**src/rtl/seg7_digit_decoder.sv**
```systemverilog
// Registered hex/BCD to seven-segment decoder for one display digit.
// Lamp-test and blanking overrides; seg is driven only by a register.
module seg7_digit_decoder #(
    parameter bit ACTIVE_LOW = 1'b1,
    parameter bit HEX_EN     = 1'b1
) (
    input  logic       clock,
    input  logic       reset,
    input  logic [3:0] digit,
    input  logic       blank,
    input  logic       lamp_test,
    output logic [6:0] seg
);

    localparam logic [6:0] ALL_ON_AH = 7'h7F;
    localparam logic [6:0] SEG_ON    = ACTIVE_LOW ? 7'h00 : 7'h7F;
    localparam logic [6:0] SEG_OFF   = ACTIVE_LOW ? 7'h7F : 7'h00;

    logic [6:0] w_pattern_ah;
    logic [6:0] w_pattern;
    logic [6:0] r_seg_q;

    // Active-high gfedcba patterns; polarity is applied afterwards.
    always_comb begin
        w_pattern_ah = 7'h00;
        case (digit)
            4'h0: w_pattern_ah = 7'h3F;
            4'h1: w_pattern_ah = 7'h06;
            4'h2: w_pattern_ah = 7'h5B;
            4'h3: w_pattern_ah = 7'h4F;
            4'h4: w_pattern_ah = 7'h66;
            4'h5: w_pattern_ah = 7'h6D;
            4'h6: w_pattern_ah = 7'h7D;
            4'h7: w_pattern_ah = 7'h07;
            4'h8: w_pattern_ah = ALL_ON_AH;
            4'h9: w_pattern_ah = 7'h6F;
            4'hA: w_pattern_ah = HEX_EN ? 7'h77 : 7'h00;
            4'hB: w_pattern_ah = HEX_EN ? 7'h7C : 7'h00;
            4'hC: w_pattern_ah = HEX_EN ? 7'h39 : 7'h00;
            4'hD: w_pattern_ah = HEX_EN ? 7'h5E : 7'h00;
            4'hE: w_pattern_ah = HEX_EN ? 7'h79 : 7'h00;
            4'hF: w_pattern_ah = HEX_EN ? 7'h71 : 7'h00;
            default: w_pattern_ah = 7'h00;
        endcase
    end

    assign w_pattern = ACTIVE_LOW ? ~w_pattern_ah : w_pattern_ah;

    always_ff @(posedge clock) begin
        if (reset)
            r_seg_q <= SEG_OFF;
        else if (lamp_test)
            r_seg_q <= SEG_ON;
        else if (blank)
            r_seg_q <= SEG_OFF;
        else
            r_seg_q <= w_pattern;
    end

    assign seg = r_seg_q;

endmodule

```
**config.mk**
```make
export PLATFORM = sky130hd
export DESIGN_NAME = seg7_digit_decoder
export DESIGN_NICKNAME = d
export VERILOG_FILES = /design/src/rtl/seg7_digit_decoder.sv
export SDC_FILE = /design/constraint.sdc
export NUM_CORES = 1
export LEC_CHECK = 0
export ABC_AREA = 1
export CAP_MARGIN = 10
export CORE_AREA = 2 2 39 41
export CTS_CLUSTER_SIZE = 12
export DETAILED_ROUTE_END_ITERATION = 10
export DIE_AREA = 0 0 41 43
export PLACE_DENSITY = 0.69
export SLEW_MARGIN = 20
export SYNTH_ARGS = -nofsm -noshare
export SYNTH_HDL_FRONTEND = slang
export SYNTH_SLANG_ARGS = --single-unit
```
**constraint.sdc**
```tcl
create_clock -name clock -period 1.5 [get_ports clock]
set_clock_uncertainty 0.15 [all_clocks]
set_input_delay 0.3 -clock clock [delete_from_list [all_inputs] [get_ports clock]]
set_output_delay 0.3 -clock clock [all_outputs]
set_load 0.01 [all_outputs]
```
[Yosys cells after proc, flatten, opt, wreduce, memory -nomap -nowiden]
Memory sizes are Yosys's and may differ from the RTL's.
Index checks and enable logic that the tools add are counted.
Operators by class
  muxes and demuxes: 2
  bitwise operators: 1
Operator list (number)
  7-bit 2-to-1 mux: 2
  7-bit NOT: 1
Word-level totals
  ROM bits: 112
  register bits after elaboration: 7
  logic and storage cells: 5
  memories kept: 1
Memory list
  (no name shown): depth 16, bits a word 7, rd ports 1, clocked after Yosys merged registers in 0, write ports 0, line 26  | case (digit)

[Depth between registers and ports, before layout]
An unclocked memory read counts as a cell.
  word-level depth: 4
  depth in mapped cells: 9

[Worst setup path after synthesis]
Ideal clock, no wire load.
  path type: input to register
  start point: input digit[0]
  end point: register r_seg_q[3] (netlist: seg[3])
  required time: 1232 ps
  slack: 271 ps
  arrival time: 962 ps
  cell stages on the path: 9
  setup time: 118 ps
  path buffers: 0
  cells stage by stage: inv_1 > ha_1 > inv_1 > nand2_1 > nand2_1 > nand2_1 > nand3_1 > nand2_1 > nand2_1
Between the ends
  word-level cells in the longest chain between the ends: 4
RTL lines
  start: declaration: line 9  | input logic [3:0] digit,
  memory read 16 x 7 bit
  7-bit NOT: line 47  | assign w_pattern = ACTIVE_LOW ? ~w_pattern_ah : w_pattern_ah;
  7-bit 2-to-1 mux: line 54  | else if (blank)
  7-bit 2-to-1 mux: line 52  | else if (lamp_test)
  end signal: assignment: line 57  | r_seg_q <= w_pattern;
  end: declaration: line 21  | logic [6:0] r_seg_q;
Every way passes these cells.
A chain may end at the register's enable or synchronous reset.

[Worst setup path after layout]
  start point: input digit[3]
  end point: register r_seg_q[1] (netlist: seg[1])
The elaborated chain is that of the path after synthesis.

==> impl_metrics.toml <==
[final_layout]
area_delta_synth_final_pct = 45.7
final_cell_count_no_fill = 111
largest_reg_flops = 7
final_nets = 110
drive_gt1_frac = 0.179
antenna_cells = 0

[timing]
fin_crit_sh = 0.943
hold_viol = 0
rsz0062_at_grt = "no"
drv_slew = 0
slew_headroom = 0.768
finalSetupTns_ps = 0
worst_pin_slew_ps = 347
min_period_ps = 1410
setup_viol = 0
timing.fmax_ghz = 0.707

[clocking]
cts.clk_slew.worst_paths_ps = 50
cts.sinks = 7
numCtsBuffers = 3
cts-root-buf = "clkbuf_4"
cts_tree = "yes"
clk_path_buf_depth = 2
h-tree-depth = 1
post_cts_buffers = 0

[global_routing]
gr-total-overflow = 0
grt_pass1_vias = 420
antenna_found_initial = 0
grt_pass1_wl_um = 1700
grt_max_degree = 10
grt.total_usage = 0.143

[route]
drc = 0
drtIter0Drc = 13
finalWirelength_um = 1080
dr.pass1.iters = 4
routedWlPerCell_um = 9.77
routed_via_density = 4.62
ant_nets = 0
vias = 513

[synth]
synthDistinctLibCells = 15
async_flop_share = 0
yosys.area.top_type = "dfxtp_1"
synth_edf_count = 0
syn-cell-area_um2 = 490
synth_fp_nets = 88
ys_ff_latch = 7
yosys.area.top_type_share = 0.286
netlist_instances = 74
yosys-top-cells-area = "dfxtp_1 29%, nand2_1 24%, ha_1 15%"
ys.flop_type = "dfxtp_1"
yosysWarningCount = 0
avgSynthCellArea_um2 = 6.63
ys_seq_area_frac = 0.286
yosysMostFrequentCell = "nand2_1"
synth_common_cells = "31 x nand2_1, 12 x nand3_1, 8 x inv_1"

[min_path]
hp-start = "digit[0]"
hold_depth = 7
hp-class = "primary input to flip-flop"
whs_endpoint = "seg[1]$_SDFF_PP1_"

[placed_design]
dp.cells = 107
io_buffers = 14
gp_congestion = 0.877
dpl.hpwl_um = 791

[critical_path]
cp_data_arrival_time_ps = 1400
worst-path-max-fanout = 9
end_kind = "flip-flop"
critPathMaxStageDelay_ps = 670
required_ps = 1480
start_kind = "primary input"
worstPathCellList = "clkdlybuf4s50_1 > inv_2 > nand3_1 > nand3_1 > nand2_1 > nand2_1"
critPathKind = "primary input to flip-flop"
cp_slowest_cell = "clkdlybuf4s50_1"

[floorplanning]
die_w_um = 41
io_pins = 15
die_y_um = 43
core_um2 = 1380
start_util = 0.354
dieArea_um2 = 1760
rows = 14

[power_and_ir_drop]
p_leak_uw = 0.000384
power_uw = 510
irDropWorstVdd_uv = 192
p_per_area_nw_per_um2 = 713

[run]
drv_cap = 0

[run_status]
status = "finished clean"
repair_timing:
action	CTS	global route
hold buffers	0	0
gates resized for setup	11	4
pin swaps	1	0
endpoints found under the setup margin	10	6
stage by stage:
step / cell area (µm²) / worst slack [ps] / util / hold WS (ps)
3_3_place_gp: 669 / -276 / 0.484 / 812
3_5_place_dp: 669 / -301 / 0.484 / 819
5_1_grt: 714 / 72.3 / 0.516 / 485
6_report: 714 / 85.6 / 0.516 / 433
4_1_cts: 702 / 0.480 / 0.507 / 566
2_1_floorplan: 490 / 271 / - / 312
logic make-up after synthesis:
family / after synthesis / synth area share
buffers and inverters: 12 / 0.125
AO/OA/AOI/OAI: 3 / 0.0357
flip-flops: 7 / 0.286
adder cells (fa/ha/maj): 6 / 0.153
AND/OR/NAND/NOR: 46 / 0.400
final cells by class:
cell class	count	area, µm²
Clock buffer	4	26.3
Fill cell	140	669
Inverter	10	42.5
Multi-Input combinational cell	55	312
Sequential cell	7	140
Tap cell	16	20.0
Timing Repair Buffer	19	174
layout by cell type, fill, tap and decap left out:
cell	n
o21ai_0	1
o21ai_1	1
dfxtp_1	7
nand3_2	1
clkdlybuf4s50_1	5
inv_2	3
ha_1	4
nand3_1	11
nand2_4	1
nor3_1	1
dlygate4sd2_1	7
clkbuf_4	3
buf_4	5
dlymetal6s2s_1	2
nand2_1	30
nor2_1	1
clkbuf_1	1
ha_4	1
inv_1	6
nand2_2	1
ha_2	1
inv_6	1
o211ai_1	1
power breakdown:
group	total [µW]	leakage (µW)	switching [µW]	internal, µW
Clock	164	0.0000150	63.0	101
Sequential	203	0.0000588	2.62	200
Combinational	143	0.000310	76.4	66.3
worst max path at each step:
stage | slack, ps | from | endpoint | cells past startpoint
floorplan | 270 | digit[0] | seg[3]$_SDFF_PP1_ | 9
global placement | -280 | digit[0] | seg[3]$_SDFF_PP1_ | 10
detailed placement | -300 | digit[1] | seg[3]$_SDFF_PP1_ | 10
CTS | 0.5 | digit[0] | seg[4]$_SDFF_PP1_ | 9
global route | 70 | digit[3] | seg[1]$_SDFF_PP1_ | 6
finish | 90 | digit[3] | seg[1]$_SDFF_PP1_ | 6
worst max-delay path, delay by kind of cell:
kind	cells	cell delay (ps)
simple gates	4	300
buf+inv	2	790
layer usage:
| layer | share of wire | GRT usage |
|---|---|---|
| met4 | 0.022 | 0.120 |
| met2 | 0.51 | 0.228 |
| met1 | 0.41 | 0.156 |
| met5 | 0 | 0 |
| met3 | 0.054 | 0.0157 |
(Power assumes the default switching activity.)
